### src/rtl/i2s_tx.sv
// Standard-format I2S transmitter, 16-bit stereo, fractional bit-clock accumulator.
// Optional build macro I2S_TX_MONO_MIX_EN: latch the L/R average into both slots.
module i2s_tx #(
  parameter int unsigned CLK_HZ    = 32000000,
  parameter int unsigned SAMPLE_HZ = 48000
) (
  input  logic        clk,
  input  logic        rst,
  input  logic [15:0] audio_l,
  input  logic [15:0] audio_r,
  output logic        sample_tick,
  output logic        i2s_bclk,
  output logic        i2s_lrck,
  output logic        i2s_din
);

  localparam int unsigned TOG_HZ = 64 * SAMPLE_HZ;
  localparam int unsigned ACC_W  = $clog2(CLK_HZ);
  localparam logic [ACC_W-1:0] ACC_STEP = ACC_W'(TOG_HZ);
  localparam logic [ACC_W-1:0] ACC_WRAP = ACC_W'(CLK_HZ - TOG_HZ);

  logic [ACC_W-1:0] acc, acc_nxt;
  logic [4:0]       bit_cnt, bit_cnt_nxt;
  logic [15:0]      lat_l, lat_l_nxt;
  logic [15:0]      lat_r, lat_r_nxt;
  logic             bclk_nxt, lrck_nxt, din_nxt, tick_nxt;
  logic             tog_c;

`ifdef I2S_TX_MONO_MIX_EN
  logic [16:0] mix_sum_c;
  logic [15:0] mix_c;

  // 17-bit signed sum, arithmetic shift right by one, truncated to 16 bits
  always_comb begin
    mix_sum_c = {audio_l[15], audio_l} + {audio_r[15], audio_r};
    mix_c     = mix_sum_c[16:1];
  end
`endif

  // Next-state: accumulator strobe, bit clock toggle, serializer on falling edge
  always_comb begin
    acc_nxt     = acc + ACC_STEP;
    bclk_nxt    = i2s_bclk;
    bit_cnt_nxt = bit_cnt;
    lrck_nxt    = i2s_lrck;
    din_nxt     = i2s_din;
    tick_nxt    = 1'b0;
    lat_l_nxt   = lat_l;
    lat_r_nxt   = lat_r;
    tog_c       = (acc >= ACC_WRAP);

    if (tog_c) begin
      acc_nxt  = acc - ACC_WRAP;
      bclk_nxt = ~i2s_bclk;
      if (i2s_bclk) begin
        // old bit_cnt equals (n-1) mod 32, i.e. the slot/bit being sent
        bit_cnt_nxt = bit_cnt + 5'd1;
        lrck_nxt    = bit_cnt_nxt[4];
        din_nxt     = bit_cnt[4] ? lat_r[~bit_cnt[3:0]] : lat_l[~bit_cnt[3:0]];
        if (bit_cnt == 5'd31) begin
          tick_nxt = 1'b1;
`ifdef I2S_TX_MONO_MIX_EN
          lat_l_nxt = mix_c;
          lat_r_nxt = mix_c;
`else
          lat_l_nxt = audio_l;
          lat_r_nxt = audio_r;
`endif
        end
      end
    end
  end

  // State and output registers
  always_ff @(posedge clk) begin
    if (rst) begin
      acc         <= '0;
      bit_cnt     <= 5'd31;
      lat_l       <= '0;
      lat_r       <= '0;
      i2s_bclk    <= 1'b0;
      i2s_lrck    <= 1'b0;
      i2s_din     <= 1'b0;
      sample_tick <= 1'b0;
    end else begin
      acc         <= acc_nxt;
      bit_cnt     <= bit_cnt_nxt;
      lat_l       <= lat_l_nxt;
      lat_r       <= lat_r_nxt;
      i2s_bclk    <= bclk_nxt;
      i2s_lrck    <= lrck_nxt;
      i2s_din     <= din_nxt;
      sample_tick <= tick_nxt;
    end
  end

endmodule
### config.mk
export PLATFORM = sky130hd
export DESIGN_NAME = i2s_tx
export DESIGN_NICKNAME = d
export VERILOG_FILES = /design/src/rtl/i2s_tx.sv
export SDC_FILE = /design/constraint.sdc
export NUM_CORES = 1
export LEC_CHECK = 0
export BUFFER_PORTS_ARGS = -buffer_cell sky130_fd_sc_hd__buf_4
export CORE_MARGIN = 5
export CORE_UTILIZATION = 55
export CTS_CLUSTER_SIZE = 14
export DETAILED_ROUTE_END_ITERATION = 12
export PLACE_DENSITY_LB_ADDON = 0.2
export REMOVE_ABC_BUFFERS = 1
export SLEW_MARGIN = 5
export SYNTH_ARGS = -nofsm -noshare
export SYNTH_HDL_FRONTEND = slang
export SYNTH_SLANG_ARGS = --single-unit
### constraint.sdc
create_clock -name clk -period 6.2 [get_ports clk]
set_input_delay 0.93 -clock clk [delete_from_list [all_inputs] [get_ports clk]]
set_output_delay 0.93 -clock clk [all_outputs]
set_load 0.005 [all_outputs]
Word level (Yosys, flattened, before mapping). Cells that the tools add are included.

Register bits: 66. Input port bits: 34. Output and inout port bits: 4. Word-level logic and storage cells: 27.

Add/sub/neg operators: 3. Magnitude comparators: 2. Equal/unequal tests: 1. Muxes and demuxes: 7. Bitwise logic cells: 3. Reductions and logical operators: 3.

Operators by type and width (number): adder 25 x 22 -> 25 bit, second input constant (1); >= comparator 25 bit, second input constant (1); two-way mux 25 bit (1); subtractor 25 bit, second input constant (1); binary-select mux 1 bit (select 4 bit) (2); adder 5 x 1 -> 5 bit, second input constant (1); == test 5 bit, second input constant (1); < comparator 4 x 5 -> 1 bit, second input constant (1); two-way mux 1 bit (4); NOT 4 bit (1); AND reduction 3 bit (1); OR reduction 3 bit (1); NOT 1 bit (2); AND reduction 2 bit (1).

Depth between registers and ports, before layout. Gate-level depths: netlist of the first run.

Word-level depth: 4. Mapped depth: 8. Depth with buffers taken out: 7.

Worst setup path before layout of the first run. Ideal clock, no wire load.

Kind: flip-flop to flip-flop. Start: register acc[11]. End: register acc[16]. Setup time: 121 ps. Arrival: 1932 ps. Data required time: 6079 ps. Path slack: 4147 ps. Stages on the path, launching flop included: 8. Buffers on the path: 0. Clock period less this slack: 2053 ps. Path through: dfxtp_1 inv_1 ha_1 nor2b_1 o21a_1 o21ai_4 a221oi_1 mux2_2.

Longest elaborated chain between the ends: 2. Elaborated cells on any way between the ends: 4. Those cells by class: add/sub (2); order compare (1); mux (1).

RTL lines: start, declared (RTL line 22) `logic [ACC_W-1:0] acc, acc_nxt;`; start signal, assigned (RTL line 86) `acc <= acc_nxt;`; adder 25 x 22 -> 25 bit (tied with other cells) (RTL line 42) `acc_nxt = acc + ACC_STEP;`; two-way mux 25 bit * (RTL line 52) `if (tog_c) begin`.

Mark *: on every way between the ends. The rest lies on a longest branch, timed or not. A chain may end at the register's enable or synchronous reset.

Worst setup path in the final report of the first run.
Start: register acc[11]. End: register lat_r[13].

Longest elaborated chain between the ends: 2.

RTL lines: >= comparator 25 bit (RTL line 50) `tog_c = (acc >= ACC_WRAP);`; AND reduction 3 bit (no source line); end signal, assigned (RTL line 89) `lat_r <= lat_r_nxt;`; end, declared (RTL line 25) `logic [15:0] lat_r, lat_r_nxt;`.

Every way passes these cells.

==> impl_results.md, run 1 <==
- H-tree levels: 2
- Die width: 81.2 um
- Clock Skews: 0.00961 ns
- Post-CTS resize count: 0
- Total GRT Usage: 18.1%
- Drt drc: 0
- DIE AREA: 6590 um2
- # placed instances: 408
- Largest cells by area after synthesis: dfxtp_1 (40%), nand2_1 (9.6%), a21oi_1 (7.5%), mux4_2 (6.5%), ha_1 (2.7%)
- Post-route worst setup slack: 3.58 ns
- Post-CTS Setup Inserts: 0
- Async S/R FF share, synth: 0%
- Global-route wire length before repair: 9.36 mm
- Setup_tns: 0 ns
- Die H: 81.2 um
- CTS tree: yes
- Critical path launch point type: flip-flop
- Area grow syn2layout: 12.7%
- Final Max Tran Viols: 0
- ANT cells: 0
- Core area: 5010 um2
- Worst Hold Class: reg -> reg
- Fmax: 381 MHz
- Layout Cells excl Fill: 416
- # setup viols final: 0
- Total power: 771 uW
- Synth warnings: 0
- I/O pins: 38
- Mean area per synthesized cell: 8.63 um2
- Unrepaired setup endpoints after global routing: no
- Starting Density: 55.6%
- Most frequent cells in the layout: nand2_1 (71), dfxtp_1 (55), a21oi_1 (42), buf_4 (38), nor2_1 (16)
- Synthesized flop and latch total: 55
- Largest net degree at the start of global routing: 67
- Final hold viol count: 0
- Adder-Cell Fraction of Synth Area: 2.69%
- Iter 0 DRT Violations: 91
- Vias: 2307
- # clock sinks: 55
- Crit path max fanout: 32
- Final hold slack: 0.459 ns
- Worst-Skew Late Latency: 0.31 ns
- Max-cap violations: 0
- Clock tree buffer depth: 2
- Port Buf Inserts: 37
- CP arrival: 2.86 ns
- GRT overflow: 0
- Most common cell after layout, fill and taps aside: nand2_1
- Status: finished clean
- Routed len/inst: 13.2 um
- Share of the synthesized area in the top cell type: 39.5%
- Routed wire length: 5.48 mm
- Post-synthesis sequential area ratio: 39.5%
- Compound-cell area share of the yosys netlist: 19.8%
- Synthesized instance count: 323
- Leakage: 1.16 nW
- Vias per inst: 5.55
- Synth Flop Type: dfxtp_1
- Largest family of logic cells by synthesized area: simple AND/OR/NAND/NOR gates
- Pwr per Cell Area: 245 nW/um2
- Synth Area in Simple Gates: 21.6%
- Layout Nets: 385
- Mux share of post-synthesis cell area: 10.3%
- Minimum clock period: 2.62 ns
- CP Capture Type: flip-flop
- Max IR drop VDD: 0.150 mV
- EDFF count, synth: 0
- Synth Area in XOR/XNOR: 1.26%
- Place WS: 3.52 ns
- DRT Pass-1 Iters: 4
- Reg clk slew, reported paths: 0.10 ns
- Final period util: 42.3%
- Yosys top cell by area: dfxtp_1
- Final Wtd Congestion: 0.822
- Antenna-violating nets left: 0
- Critical Path RT: 6.43 ns
- Dpl hpwl: 3.81 mm
- Worst-Margin Slew: 1.03 ns
- Rel. slew slack: 31.6%
- Share of cells above drive strength 1: 19.7%
- Number of global-route vias before repair: 2106
- Cts bufs inserted: 5
- Hold bufs inserted after CTS: 0
- Netlist cell types: 57
- Setup Crit Path Kind: reg -> reg
- Initial antenna violation count: 0
- CTS Root Cell: clkbuf_8
- Post-Syn Area: 2790 um2
- Num rows: 26
- Layout fillers: 470
[state kept, by name, summed over array words and instances, names as in the netlist]
name	count
lat_r	16
sample_tick	1
bit_cnt	5
i2s_din	1
i2s_lrck	1
acc	14
i2s_bclk	1
lat_l	16
[through the flow]
stage	utilization (%)	cell area (um2)
after floorplan	-	2680
after global placement	60.9	3050
after detailed placement	60.9	3050
after CTS	62.7	3140
after global routing	62.7	3140
final	62.7	3140
[worst max-delay path: stages, from the launching register on]
cell	delay, ns
dfxtp_1	0.39
inv_1	0.08
ha_1	0.23
nor2b_1	0.23
o21a_1	0.37
o2111a_1	0.94
nand2_1	0.14
a21oi_1	0.16
[cell usage after synthesis (all sizes together), types with 2 or more instances]
cell and instances:
a31oi 3, or2 2, nand3b 2, o211ai 3, nor2 16, nand2b 4, mux2i 5, o31a 2
o21ai 6, nor3 7, nand3 9, buf 10, mux4 8, xnor2 3, nor2b 6, a21o 2
dfxtp 55, inv 7, mux2 5, clkbuf 13, ha 6, o21a 3, a21oi 43, nand2 71
a221oi 2, nor3b 2, a211o 4, a211oi 4, or3 2, nand4 2
[final timing paths]
kind,start,end,slack (ns),cells past startpoint
max,acc[11],lat_r[13],3.58,7
max reg2reg,acc[11],lat_r[13],3.58,7
min reg2reg,lat_l[15],lat_l[15],0.46,2
min,lat_l[15],lat_l[15],0.46,2
[power by group]
part / switching [mW] / internal, mW
sequential: 0.0356 / 0.378
clock: 0.117 / 0.0789
combinational: 0.0808 / 0.0807
total: 0.233 / 0.537
[layout make-up]
cell class / instances / area (um2) / area share (%)
well taps: 70 / 87.6 / 2.79
repair buffers: 38 / 285 / 9.09
clock buffers: 5 / 68.8 / 2.19
flip-flops and latches: 55 / 1100 / 35.1
clock inverters: 3 / 20.0 / 0.638
multi-input cells: 238 / 1550 / 49.4
inverters: 7 / 26.3 / 0.837
[metal layers]
| metal | track usage [%] | wire length, um |
|---|---|---|
| met4 | 7.26 | 98 |
| met1 | 21.6 | 2350 |
| met2 | 31.5 | 2820 |
| met3 | 3.77 | 217 |
| met5 | 0 | 0 |
[logic make-up (layout without fill, tap and decap cells)]
logic type                 after synthesis  in the layout
adders and majority gates                6              6
muxes                                   18             18
xor gates and xnor gates                 4              4
DFF                                     55             55
and+or+nand+nor                        130            130
AOI/OAI and AO/OA                       80             80
buffers and inverters                   30             53
No activity file was read; power rests on OpenSTA's default activity.
==> run 2: changes to the inputs <==
--- a/config.mk
+++ b/config.mk
@@ -5,9 +5,10 @@
 export SDC_FILE = /design/constraint.sdc
 export NUM_CORES = 1
 export LEC_CHECK = 0
+export ABC_AREA = 1
 export BUFFER_PORTS_ARGS = -buffer_cell sky130_fd_sc_hd__buf_4
 export CORE_MARGIN = 5
-export CORE_UTILIZATION = 55
+export CORE_UTILIZATION = 53
 export CTS_CLUSTER_SIZE = 14
 export DETAILED_ROUTE_END_ITERATION = 12
 export PLACE_DENSITY_LB_ADDON = 0.2
==> constraint.sdc (replaced) <==
create_clock -name clk -period 2.3 [get_ports clk]
set_input_delay 0.345 -clock clk [delete_from_list [all_inputs] [get_ports clk]]
set_output_delay 0.345 -clock clk [all_outputs]
set_load 0.005 [all_outputs]
==> run 2 against run 1 <==
Final cell count rose by 65%. First-iteration DRC count rose by 29%. Synthesized cell count rose by 80%. Wire length rose by 27%. Register-to-register slack got worse by 3.3 ns. Worst hold slack got worse by 0.14 ns.
==> impl_results.md, run 2 <==
- Status: finished clean
- Final period util: 88.8% (+47 points)
- Pwr per Cell Area: 587 nW/um2 (+140%)
- Max IR drop VDD: 0.362 mV (+140%)
- Hold bufs inserted after CTS: 0 (unchanged)
- Share of cells above drive strength 1: 13.6% (-6.1 points)
- Post-CTS resize count: 0 (unchanged)
- P_int: 1.50 mW (+180%)
- Starting Density: 54.1% (-1.5 points)
- Initial antenna violation count: 0 (unchanged)
- Antenna-violating nets left: 0 (unchanged)
- Unrepaired setup endpoints after global routing: no
- Synth warnings: 0 (unchanged)
- Worst-Margin Slew: 0.494 ns (-0.532 ns)
- CTS Root Cell: clkbuf_8
- Reg clk slew, reported paths: 0.09 ns (about the same)
- Clk pwr share: 26.0% (+0.6 points)
- Switch share: 33.1% (+2.8 points)
- Top cells by count, synth: nand2_1 (201), inv_1 (113), nor2_1 (64)
- Critical Path RT: 2.55 ns (-3.88 ns)
- Largest net degree at the start of global routing: 34 (-49%)
- Setup_tns: 0 ns (unchanged)
- Number of global-route vias before repair: 3025 (+44%)
- Layout fillers: 665 (+41%)
- Total power: 2.24 mW (+190%)
- CP peak stage delay: 0.38 ns (-0.56 ns)
- Post-route worst setup slack: 0.257 ns (-3.32 ns)
- Post-CTS Setup Inserts: 0 (unchanged)
- Port Buf Inserts: 37 (unchanged)
- Dpl hpwl: 5.22 mm (+37%)
- EDFF count, synth: 0 (unchanged)
- Share of the synthesized area in the top cell type: 32.2% (-7.3 points)
- DIE AREA: 8150 um2 (+24%)
- Minimum clock period: 2.04 ns (-0.580 ns)
- CTS tree: yes
- Die H: 90.3 um (+11%)
- Die width: 90.3 um (+11%)
- Place WS: 0.254 ns (-3.26 ns)
- Synthesized flop and latch total: 55 (unchanged)
- Cts bufs inserted: 5 (unchanged)
- Layout Nets: 650 (+69%)
- Worst hold start: rst
- Async S/R FF share, synth: 0% (unchanged)
- Synthesized instance count: 581 (+80%)
- Reg2Reg Depth: 13 (+6)
- I/O pins: 38 (unchanged)
- Global-route wire length before repair: 12.6 mm (+34%)
- Yosys top cell by area: dfxtp_1
- Final core occ: 60.5% (-2.1 points)
- Synth Flop Type: dfxtp_1
- Final hold viol count: 0 (unchanged)
- Clock Skews: 0.00814 ns (-0.00147 ns)
- H-tree levels: 2 (unchanged)
- Core area: 6310 um2 (+26%)
- Num rows: 29 (+12%)
- Sequential power share: 49.9% (-3.7 points)
- Worst-Skew Late Latency: 0.31 ns (about the same)
- Rel. slew slack: 66.7% (+35 points)
- Comb power frac: 24.2% (+3.2 points)
- ANT cells: 0 (unchanged)
- DRT Pass-1 Iters: 4 (unchanged)
- Switching power: 742 uW (+220%)
- Setup Crit Path Kind: reg -> reg
- Vias per inst: 4.72 (-15%)
- Placed Area: 3720 um2 (+22%)
- # clock sinks: 55 (unchanged)
- Most frequent cells in the layout: nand2_1 (201), inv_1 (113), nor2_1 (64), dfxtp_1 (55), buf_4 (43)
- Iter 0 DRT Violations: 117 (+29%)
- Final hold slack: 0.320 ns (-0.139 ns)
- Routed len/inst: 10.1 um (-23%)
- Post-Syn Area: 3410 um2 (+23%)
- Largest cells by area after synthesis: dfxtp_1 (32%), nand2_1 (22%), inv_1 (12%), nor2_1 (7.0%), nand3_1 (5.3%)
- Crit-path most repeated cell: inv_1
- Vias: 3248 (+41%)
- Reg2Reg Setup Slack: 0.26 ns (-3.32 ns)
- Area grow syn2layout: 11.9%
- CP arrival: 2.29 ns (-0.57 ns)
- # setup viols final: 0 (unchanged)
- Fmax: 489 MHz (+28%)
- Max-cap violations: 0 (unchanged)
- Layout Cells excl Fill: 688 (+65%)
- Critical path launch point type: flip-flop
- Worst Hold Class: in -> reg
- CP Capture Type: flip-flop
- Most common cell after layout, fill and taps aside: nand2_1
- Crit path max fanout: 33 (+3.1%)
- WHS Endpoint: acc[17]
- Top flop regs: lat_l (16), lat_r (16), acc (14)
- Final Wtd Congestion: 0.937 (+14%)
- Netlist cell types: 28 (-51%)
- Crit path cell chain: inv_1, ha_1, inv_1, nand3_1, nand2_1, nand3_1, nand3_2, nand2_4, inv_2, nand2_4, nand2_1, inv_1, nor2_1
- Worst path slowest cell: dfxtp_1
- RR Startpoint: acc[11]
- Worst Hold Depth: 2 (unchanged)
- Routed wire length: 6.97 mm (+27%)
- Mean area per synthesized cell: 5.88 um2 (-32%)
- Capturing point of the worst reg2reg path: lat_l[5]
- Leakage: 2.05 nW (+77%)
- Cell with the most instances after synthesis: nand2_1
- Clock tree buffer depth: 2 (unchanged)
- GRT overflow: 0 (unchanged)
- Post-synthesis sequential area ratio: 32.2% (-7.3 points)
- Drt drc: 0 (unchanged)
- Final Cell Area: 3820 um2 (+22%)
- # placed instances: 680 (+67%)
- Final Max Tran Viols: 0 (unchanged)
- Total GRT Usage: 17.8% (-0.24 points)
-- run 2: per-layer routing --
metal | GRT usage [%] | vias to the layer above | wire (um)
li1 | - | 1759 | -
met1 | 20.9 | 1426 | 3080
met2 | 32.8 | 51 | 3530
met3 | 3.17 | 12 | 243
met4 | 5.33 | 0 | 107
met5 | 0 | - | 0
-- run 2: kinds of logic after synthesis --
logic type                 share of synthesized area (%)
DFF                                                 32.2
adders and majority gates                           2.20
xor gates and xnor gates                            2.31
buffers and inverters                               18.0
AOI/OAI and AO/OA                                   5.35
and+or+nand+nor                                     39.9
-- run 2: worst max path at each step --
stage	startpoint	to	slack, ns	depth (start not counted)
final	acc[11]	lat_l[5]	0.26	13
after global routing	acc[11]	lat_l[9]	0.02	13
after CTS	acc[11]	lat_l[14]	0.24	13
after detailed placement	acc[11]	lat_l[14]	0.25	13
after global placement	acc[11]	lat_l[0]	0.37	13
after floorplan	bit_cnt[0]	lat_l[0]	0.22	9
-- run 2: layout make-up --
| type | count | area [um2] | area share [%] |
|---|---|---|---|
| timing repair buffer | 44 | 343 | 8.97 |
| sequential | 55 | 1100 | 28.8 |
| clock buffer | 8 | 100 | 2.62 |
| multi-input combinational | 376 | 1700 | 44.5 |
| inverter | 128 | 480 | 12.6 |
| tap | 77 | 96.3 | 2.52 |
-- run 2: critical path, delay by kind of cell (launching register included) --
| kind | cells | cell delay, ns |
|---|---|---|
| flip-flops | 1 | 0.38 |
| adder cells (fa/ha/maj) | 1 | 0.21 |
| AND/OR/NAND/NOR | 8 | 0.99 |
| buffers and inverters | 4 | 0.37 |
-- run 2: power by group through the flow --
stage                     Sequential (mW)  Clock (mW)  Combinational (mW)
final                                1.12       0.583               0.542
after CTS                            1.12       0.598               0.540
after floorplan                      1.12           0               0.388
after detailed placement             1.14           0               0.536
after global routing                 1.13       0.641               0.627
after global placement               1.13           0               0.526
==> run 3: changes to the inputs <==
--- a/config.mk
+++ b/config.mk
@@ -5,14 +5,14 @@
 export SDC_FILE = /design/constraint.sdc
 export NUM_CORES = 1
 export LEC_CHECK = 0
-export ABC_AREA = 1
 export BUFFER_PORTS_ARGS = -buffer_cell sky130_fd_sc_hd__buf_4
 export CORE_MARGIN = 5
-export CORE_UTILIZATION = 53
+export CORE_UTILIZATION = 49
 export CTS_CLUSTER_SIZE = 14
 export DETAILED_ROUTE_END_ITERATION = 12
 export PLACE_DENSITY_LB_ADDON = 0.2
 export REMOVE_ABC_BUFFERS = 1
+export SETUP_SLACK_MARGIN = 0.05
 export SLEW_MARGIN = 5
 export SYNTH_ARGS = -nofsm -noshare
 export SYNTH_HDL_FRONTEND = slang
==> run 3 against run 2 <==
Sequential power hardly changed. Highest routed layer unchanged. Count of clock-buffer cells in the layout is 2 lower. Sequential cell count stayed put. Wire length is 17% lower. Global-route usage shrank 0.86 points. Combinational power decreased by 9.0%. Worst setup slack worse by 0.13 ns.
==> impl_results.md, run 3 (synthesis results as in run 1) <==
- Final Max Tran Viols: 0 (unchanged)
- Worst Hold Class: in -> reg
- Initial antenna violation count: 0 (unchanged)
- Most common cell after layout, fill and taps aside: nand2_1
- Unrepaired setup endpoints after global routing: yes
- Area grow syn2layout: 17.8%
- Post-CTS Setup Inserts: 0 (unchanged)
- Reg clk slew, reported paths: 0.11 ns (+0.02 ns)
- Core area: 5510 um2 (-13%)
- Capturing point of the worst reg2reg path: acc[22]
- Status: finished clean
- GRT Max-Usage Layer: met2
- GR Util met2: 28.7% (-4.1 points)
- Leakage: 1.25 nW (-39%)
- # clock sinks: 55 (unchanged)
- Comb power frac: 22.7% (-1.5 points)
- Final Wtd Congestion: 0.851 (-9.2%)
- Placed Area: 3180 um2 (-15%)
- DIE AREA: 7290 um2 (-10%)
- CTS tree: yes
- Minimum clock period: 2.17 ns (+0.129 ns)
- Reg2Reg Setup Slack: 0.13 ns (-0.13 ns)
- # setup viols final: 0 (unchanged)
- Switching power: 662 uW (-11%)
- P_int: 1.51 mW (+0.67%)
- Global-route wire length before repair: 10.2 mm (-19%)
- Final period util: 94.4% (+5.6 points)
- Iter 0 DRT Violations: 91 (-22%)
- Top flop regs: lat_l (16), lat_r (16), acc (14)
- H-tree levels: 2 (unchanged)
- Vias: 2313 (-29%)
- Vias per inst: 5.37 (+14%)
- Dpl hpwl: 4.06 mm (-22%)
- CP Capture Type: flip-flop
- Clock tree buffer depth: 2 (unchanged)
- Final hold viol count: 0 (unchanged)
- I/O pins: 38 (unchanged)
- GRT overflow: 0 (unchanged)
- Switch share: 30.5% (-2.6 points)
- Worst-Skew Late Latency: 0.31 ns (about the same)
- ANT cells: 0 (unchanged)
- Post-CTS resize count: 0 (unchanged)
- Port Buf Inserts: 37 (unchanged)
- Cts bufs inserted: 5 (unchanged)
- Most frequent cells in the layout: nand2_1 (71), dfxtp_1 (54), buf_4 (49), a21oi_1 (41), nor2_1 (16)
- Largest net degree at the start of global routing: 43 (+26%)
- Setup_tns: 0 ns (unchanged)
- Starting Density: 50.6% (-3.5 points)
- Num rows: 27 (-6.9%)
- Crit path max fanout: 9 (-73%)
- Die width: 85.4 um (-5.4%)
- Critical path capture point: acc[22]
- Total GRT Usage: 17.0% (-0.86 points)
- CTS Root Cell: clkbuf_8
- Met1 usage: 21.0% (+0.13 points)
- Setup Crit Path Kind: reg -> reg
- Crit path launch: acc[12]
- Routed wire length: 5.75 mm (-17%)
- CP arrival: 2.37 ns (+0.08 ns)
- Layout Nets: 398 (-39%)
- Total power: 2.17 mW (-3.1%)
- Worst-Margin Slew: 0.457 ns (-0.0364 ns)
- Max-cap violations: 0 (unchanged)
- Number of global-route vias before repair: 2236 (-26%)
- Final Cell Area: 3280 um2 (-14%)
- Routed len/inst: 13.3 um (+32%)
- DRT Pass-1 Iters: 4 (unchanged)
- Share of cells above drive strength 1: 23.4% (+9.8 points)
- GR Util met3: 4.47% (+1.3 points)
- Fmax: 460 MHz (-5.9%)
- Antenna-violating nets left: 0 (unchanged)
- Drt drc: 0 (unchanged)
- Sequential power share: 50.5% (+0.6 points)
- Hold bufs inserted after CTS: 0 (unchanged)
- Pwr per Cell Area: 662 nW/um2 (+13%)
- Clk pwr share: 26.8% (+0.8 points)
- Rel. slew slack: 69.3% (+2.5 points)
- Critical Path RT: 2.50 ns (-0.05 ns)
- Clock Skews: 0.0105 ns (+0.00233 ns)
- RR Startpoint: acc[12]
- Die H: 85.4 um (-5.4%)
- Post-route worst setup slack: 0.128 ns (-0.129 ns)
- Critical path launch point type: flip-flop
- Final hold slack: 0.266 ns (-0.0546 ns)
- Place WS: 0.0929 ns (-0.161 ns)
- Max IR drop VDD: 0.441 mV (+22%)
- Reg2Reg Depth: 7 (-6)
run 3: power by group through the flow:
stage	clock network [mW]	logic (mW)	registers [mW]
finish	0.583	0.493	1.10
global route	0.653	0.549	1.11
CTS	0.607	0.488	1.10
detailed placement	0	0.486	1.12
global placement	0	0.482	1.12
floorplan	0	0.328	1.11
run 3: worst min-delay path by stage:
| stage | to | cells past startpoint | startpoint | slack, ns |
|---|---|---|---|---|
| 2_1_floorplan | acc[13] | 1 | rst | 0.41 |
| 3_3_place_gp | lat_r[3] | 2 | lat_r[3] | 0.44 |
| 3_5_place_dp | lat_r[14] | 2 | lat_r[14] | 0.45 |
| 4_1_cts | lat_r[13] | 3 | audio_r[13] | 0.26 |
| 5_1_grt | lat_r[8] | 3 | audio_r[8] | 0.24 |
| 6_report | lat_l[13] | 3 | audio_l[13] | 0.27 |
run 3: routing by layer:
metal  wire length (um)  vias to the layer above
met5                  0                        -
met4                 44                        0
met3                236                        4
met2               2830                       36
met1               2640                     1065
li1                   -                     1208
run 3: layout make-up:
cell class                 instances  area (um2)
multi-input combinational        238        1560
fill                             507        2220
sequential                        55        1100
clock inverter                     2        17.5
tap                               72        90.1
inverter                           7        26.3
timing repair buffer              51         408
clock buffer                       6        82.6
run 3: critical path, stage by stage (launching register included):
cell	delay (ns)
dfxtp_2	0.35
inv_1	0.07
ha_1	0.17
and4b_1	0.22
or3_4	0.43
o21ai_4	0.27
mux2i_1	0.24
mux2_1	0.32
run 3: metrics by stage:
step	std cells	util (%)
floorplan	300	-
global placement	423	57.7
detailed placement	423	57.7
CTS	431	59.5
global route	431	59.6
finish	431	59.6
